<file path="src/rtl/mul_issue_ctrl.sv">
// Issue/writeback controller for a multi-cycle multiplier: one op in flight,
// result held for the writeback handshake, with flush squashing and a sticky watchdog.
module mul_issue_ctrl #(
    parameter int WREG_W  = 5,
    parameter int TIMEOUT = 15
) (
    input  logic              clk,
    input  logic              rst_n,

    input  logic              req_valid_i,
    output logic              req_ready_o,
    input  logic [31:0]       req_rs1_i,
    input  logic [31:0]       req_rs2_i,
    input  logic [1:0]        req_op_i,
    input  logic [WREG_W-1:0] req_wreg_i,
    input  logic              flush_i,

    output logic              mul_start_o,
    output logic [31:0]       mul_rs1_o,
    output logic [31:0]       mul_rs2_o,
    output logic [1:0]        mul_op_o,
    input  logic              mul_done_i,
    input  logic [31:0]       mul_result_i,

    output logic              wb_valid_o,
    output logic [31:0]       wb_data_o,
    output logic [WREG_W-1:0] wb_wreg_o,
    input  logic              wb_ack_i,

    output logic              err_o
);

    localparam int WD_W = (TIMEOUT < 2) ? 1 : $clog2(TIMEOUT + 1);
    localparam logic [WD_W-1:0] WD_LAST = WD_W'(TIMEOUT - 1);

    typedef enum logic [1:0] {
        IDLE = 2'd0,
        BUSY = 2'd1,
        HOLD = 2'd2
    } state_t;

    state_t              r_state;
    state_t              w_nextState;
    logic                r_squash;
    logic                w_nextSquash;
    logic [WD_W-1:0]     r_wdog;
    logic [WD_W-1:0]     w_nextWdog;
    logic                r_err;
    logic                w_nextErr;
    logic [31:0]         r_wbData;
    logic [WREG_W-1:0]   r_wbWreg;
    logic                w_ready;
    logic                w_accept;
    logic                w_capture;

    // rst_n gates accept so no multiplier start can escape while reset is held.
    always_comb begin
        w_ready  = (r_state == IDLE) | ((r_state == HOLD) & wb_ack_i);
        w_accept = rst_n & req_valid_i & w_ready & ~flush_i;
    end

    always_comb begin
        w_nextState  = r_state;
        w_nextSquash = r_squash;
        w_nextWdog   = r_wdog;
        w_nextErr    = r_err;
        w_capture    = 1'b0;

        case (r_state)
            IDLE: begin
                if (w_accept) begin
                    w_nextState  = BUSY;
                    w_nextWdog   = '0;
                    w_nextSquash = 1'b0;
                end
            end

            BUSY: begin
                if (mul_done_i) begin
                    if (flush_i | r_squash) begin
                        w_nextState  = IDLE;
                        w_nextSquash = 1'b0;
                    end else begin
                        w_capture   = 1'b1;
                        w_nextState = HOLD;
                    end
                end else if (r_wdog == WD_LAST) begin
                    w_nextState  = IDLE;
                    w_nextErr    = 1'b1;
                    w_nextSquash = 1'b0;
                    w_nextWdog   = '0;
                end else begin
                    w_nextWdog = r_wdog + 1'b1;
                    if (flush_i) begin
                        w_nextSquash = 1'b1;
                    end
                end
            end

            HOLD: begin
                // A flush with ack is treated as a completed handshake; accept is already blocked.
                if (flush_i) begin
                    w_nextState = IDLE;
                end else if (wb_ack_i) begin
                    if (w_accept) begin
                        w_nextState  = BUSY;
                        w_nextWdog   = '0;
                        w_nextSquash = 1'b0;
                    end else begin
                        w_nextState = IDLE;
                    end
                end
            end

            default: begin
                w_nextState  = IDLE;
                w_nextSquash = 1'b0;
                w_nextWdog   = '0;
            end
        endcase
    end

    always_ff @(posedge clk or negedge rst_n) begin
        if (!rst_n) begin
            r_state  <= IDLE;
            r_squash <= 1'b0;
            r_wdog   <= '0;
            r_err    <= 1'b0;
        end else begin
            r_state  <= w_nextState;
            r_squash <= w_nextSquash;
            r_wdog   <= w_nextWdog;
            r_err    <= w_nextErr;
        end
    end

    // Writeback payload only changes on capture/accept, so it is stable while HOLD waits for ack.
    always_ff @(posedge clk or negedge rst_n) begin
        if (!rst_n) begin
            r_wbData <= '0;
            r_wbWreg <= '0;
        end else begin
            if (w_capture) begin
                r_wbData <= mul_result_i;
            end
            if (w_accept) begin
                r_wbWreg <= req_wreg_i;
            end
        end
    end

    always_comb begin
        req_ready_o = w_ready;
        mul_start_o = w_accept;
        mul_rs1_o   = req_rs1_i;
        mul_rs2_o   = req_rs2_i;
        mul_op_o    = req_op_i;
        wb_valid_o  = (r_state == HOLD);
        wb_data_o   = r_wbData;
        wb_wreg_o   = r_wbWreg;
        err_o       = r_err;
    end

endmodule

</file>
<file path="config.mk">
export PLATFORM = sky130hd
export DESIGN_NAME = mul_issue_ctrl
export DESIGN_NICKNAME = d
export VERILOG_FILES = /design/src/rtl/mul_issue_ctrl.sv
export SDC_FILE = /design/constraint.sdc
export NUM_CORES = 1
export LEC_CHECK = 0
export CAP_MARGIN = 20
export CELL_PAD_IN_SITES_DETAIL_PLACEMENT = 0
export CELL_PAD_IN_SITES_GLOBAL_PLACEMENT = 2
export CORE_MARGIN = 5
export CORE_UTILIZATION = 19
export DETAILED_ROUTE_END_ITERATION = 16
export GPL_TIMING_DRIVEN = 0
export PLACE_DENSITY = 0.94
export SYNTH_ARGS = -nofsm -noshare
export SYNTH_HDL_FRONTEND = slang
export SYNTH_SLANG_ARGS = --single-unit
</file>
<file path="constraint.sdc">
create_clock -name clk -period 2.7 [get_ports clk]
set_clock_uncertainty 0.2 [all_clocks]
set_input_delay 0.54 -clock clk [delete_from_list [all_inputs] [get_ports clk]]
set_output_delay 0.54 -clock clk [all_outputs]
set_load 0.03 [all_outputs]
</file>
==> flow_summary.json <==
{
  "comb_power_share": 0.485,
  "maxSlewViolCount": 0,
  "design_power_total_mw": 3.458,
  "dp.cells": 507,
  "maxCapViolCount": 0,
  "dp_hpwl_um": 5685,
  "synth_top_area_share": 0.4582,
  "clkTransAtPathRegs_ns": 0.07,
  "numCtsBuffers": 5,
  "synthFlopType": "dfrtp_1",
  "power_frac_seq": 0.307,
  "grt_pass1_wl_um": 9956,
  "fp.dieArea_um2": 15310,
  "swShare": 0.3540,
  "overflow": 0,
  "dieWidth_um": 123.7,
  "ff_latch_area_um2": 1126,
  "yosysUniqueCellTypes": 32,
  "track_usage": 0.08280,
  "cts.htree.levels": 2,
  "arrival_ns": 1.71,
  "finalInstanceArea_um2": 4380,
  "dr.first_iter.drc_count": 32,
  "antenna_found_initial": 0,
  "drt_wl_total_um": 7008,
  "post-route-min-period_ns": 2.451,
  "p_int_mw": 2.234,
  "drc": 0,
  "p_per_area_nw_per_um2": 789.4,
  "route.vias.total": 1895,
  "root_buffer": "clkbuf_16",
  "final-setup-viol-count": 0,
  "ys_seq_area_frac": 0.4582,
  "syn_area_um2": 2457,
  "fin_cells": 518,
  "critPathMaxFanout": 4,
  "hp-class": "primary input to async pin",
  "grt_max_degree": 33,
  "fillers": 1237,
  "status": "finished clean",
  "fin_nets": 456,
  "worst_pin_slew_ns": 0.4298,
  "p_switching_mw": 1.224,
  "max_freq_mhz": 407.9,
  "hold_ws_ns": 0.1069,
  "io_pins": 216,
  "startpoint_type": "primary input",
  "ys_ff_latch": 45,
  "place_congestion": 0.6514,
  "synth_warnings": 0,
  "synth.area.top_cells": "dfrtp_1 (46%), buf_4 (20%), mux2_4 (18%)",
  "rsz0062_at_grt": "no",
  "p_leak_nw": 2.012,
  "clk_latency_ns": 0.28,
  "cp_data_required_time_ns": 1.96,
  "critPathKind": "primary input to output pin",
  "netlist_instances": 185,
  "critPathCaptureType": "output pin",
  "r2r_slack_ns": 1.00,
  "antenna_left": 0,
  "cts_tree": "built",
  "hold_violations": 0,
  "avgSynthCellArea_um2": 13.28,
  "row_count": 41,
  "synth_edf_count": 0,
  "clock-sinks": 45,
  "insertedDiodeCount": 0,
  "finalCritPeriodShare": 0.9079,
  "clockPowerShare": 0.209,
  "drive_above_1_share": 0.3613,
  "syn-num-nets": 296,
  "relSlewSlack": 0.7125,
  "core_area_um2": 12670,
  "syn2layout_area_growth_pct": 78.26,
  "numPortBuffers": 149,
  "routed_via_density": 3.658,
  "die_h_um": 123.7,
  "drtPass1Iterations": 2,
  "post_dp_cell_area_um2": 4179,
  "start_util": 0.1939,
  "clk_path_buf_depth": 2,
  "multiInputGateArea_um2": 787.0,
  "wl_per_cell_um": 13.53,
  "yosysTopAreaCell": "dfrtp_1",
  "synthArstFlopShare": 1.000,
  "grt_pass1_vias": 2069,
  "peakVddDrop_uv": 239.7
}
## synthesized netlist by cell type, types with 2 or more instances
cell,instances
nor2_1,3
ha_1,2
buf_6,3
mux2_4,29
dfrtp_1,45
nand3_1,2
inv_1,2
mux2_2,8
a21oi_1,2
buf_4,67
## power groups by stage
stage	combinational, mW	clock [mW]	sequential [mW]
2_1_floorplan	0.545	0	1.49
3_3_place_gp	1.67	0	1.06
3_5_place_dp	1.69	0	1.07
4_1_cts	1.70	0.757	1.06
5_1_grt	1.76	0.781	1.09
6_report	1.68	0.721	1.06
## placed cells by master, fill, tap and decap left out, types with 2 or more instances in the layout
cell	count
dlygate4sd3_1	2
nand3_1	2
inv_1	2
dfrtp_1	45
clkbuf_16	5
clkdlybuf4s50_1	146
a21oi_1	2
mux2_2	8
nor2_1	3
buf_6	3
buf_4	68
mux2_4	29
ha_1	2
## metrics by stage
stage                     worst slack (ns)  utilization  TNS, ns
after global placement              -2.140       0.3286   -44.01
after CTS                          0.01990       0.3458        0
after detailed placement           -0.4407       0.3298  -0.4407
final                               0.2486       0.3457        0
after floorplan                     0.8283            -        0
after global routing                0.1581       0.3457        0
## path summary, 6_finish.rpt
check,cells after the start,from,end
max in group asynchronous,2,rst_n,r_squash$_DFFE_PN0P_
max reg2reg,5,r_state[1]$_DFFE_PN0P_,r_wdog[2]$_DFFE_PN0P_
min in group clk,1,err_o$_DFFE_PN0P_,err_o$_DFFE_PN0P_
min reg2reg,1,err_o$_DFFE_PN0P_,err_o$_DFFE_PN0P_
min,2,rst_n,wb_data_o[19]$_DFFE_PN0P_
max,4,flush_i,mul_start_o
## critical path, cell delays in order
cell and delay (ns):
clkdlybuf4s50_1 0.47, nand3b_4 0.20, nor3_4 0.25, clkbuf_2 0.25
## state kept, by name, summed over array words and instances, names as in the netlist
| name | count |
|---|---|
| err_o | 1 |
| r_squash | 1 |
| r_state | 2 |
| r_wdog | 4 |
| wb_data_o | 32 |
| wb_wreg_o | 5 |
## layer usage
metal / part of all wire / global-route usage / routed length, um / up-vias
li1: - / - / - / 879
met4: 0.011 / 0.02907 / 75 / 0
met1: 0.38 / 0.09513 / 2636 / 892
met3: 0.10 / 0.01862 / 720 / 5
met5: 0 / 0 / 0 / -
met2: 0.51 / 0.1501 / 3575 / 119
## layout make-up
class	count	share of cell area
Tap cell	172	0.04913
Buffer	70	0.1225
Clock buffer	6	0.03171
Inverter	2	0.001714
Timing Repair Buffer	153	0.3496
Multi-Input combinational cell	68	0.1797
Sequential cell	45	0.2571
Clock inverter	2	0.008569
## cells by family (layout without fill, tap and decap cells)
family	count (synthesis)	count (layout)	synth area share
mux	37	37	0.2139
flops	45	45	0.4582
fa+ha+maj	2	2	0.01018
buf+inv	72	233	0.2215
simple gates	18	18	0.06315
compound gates	11	11	0.03310
## repair_timing
| item | in CTS | in global routing |
|---|---|---|
| endpoints found under the hold margin | 6 | 0 |
| pin swaps | 1 | 0 |
| setup buffers | 1 | 0 |
| gates resized for setup | 1 | 3 |
| endpoints found under the setup margin | 1 | 2 |
| hold buffers | 2 | 0 |
Power figures use the tool's default switching activity.
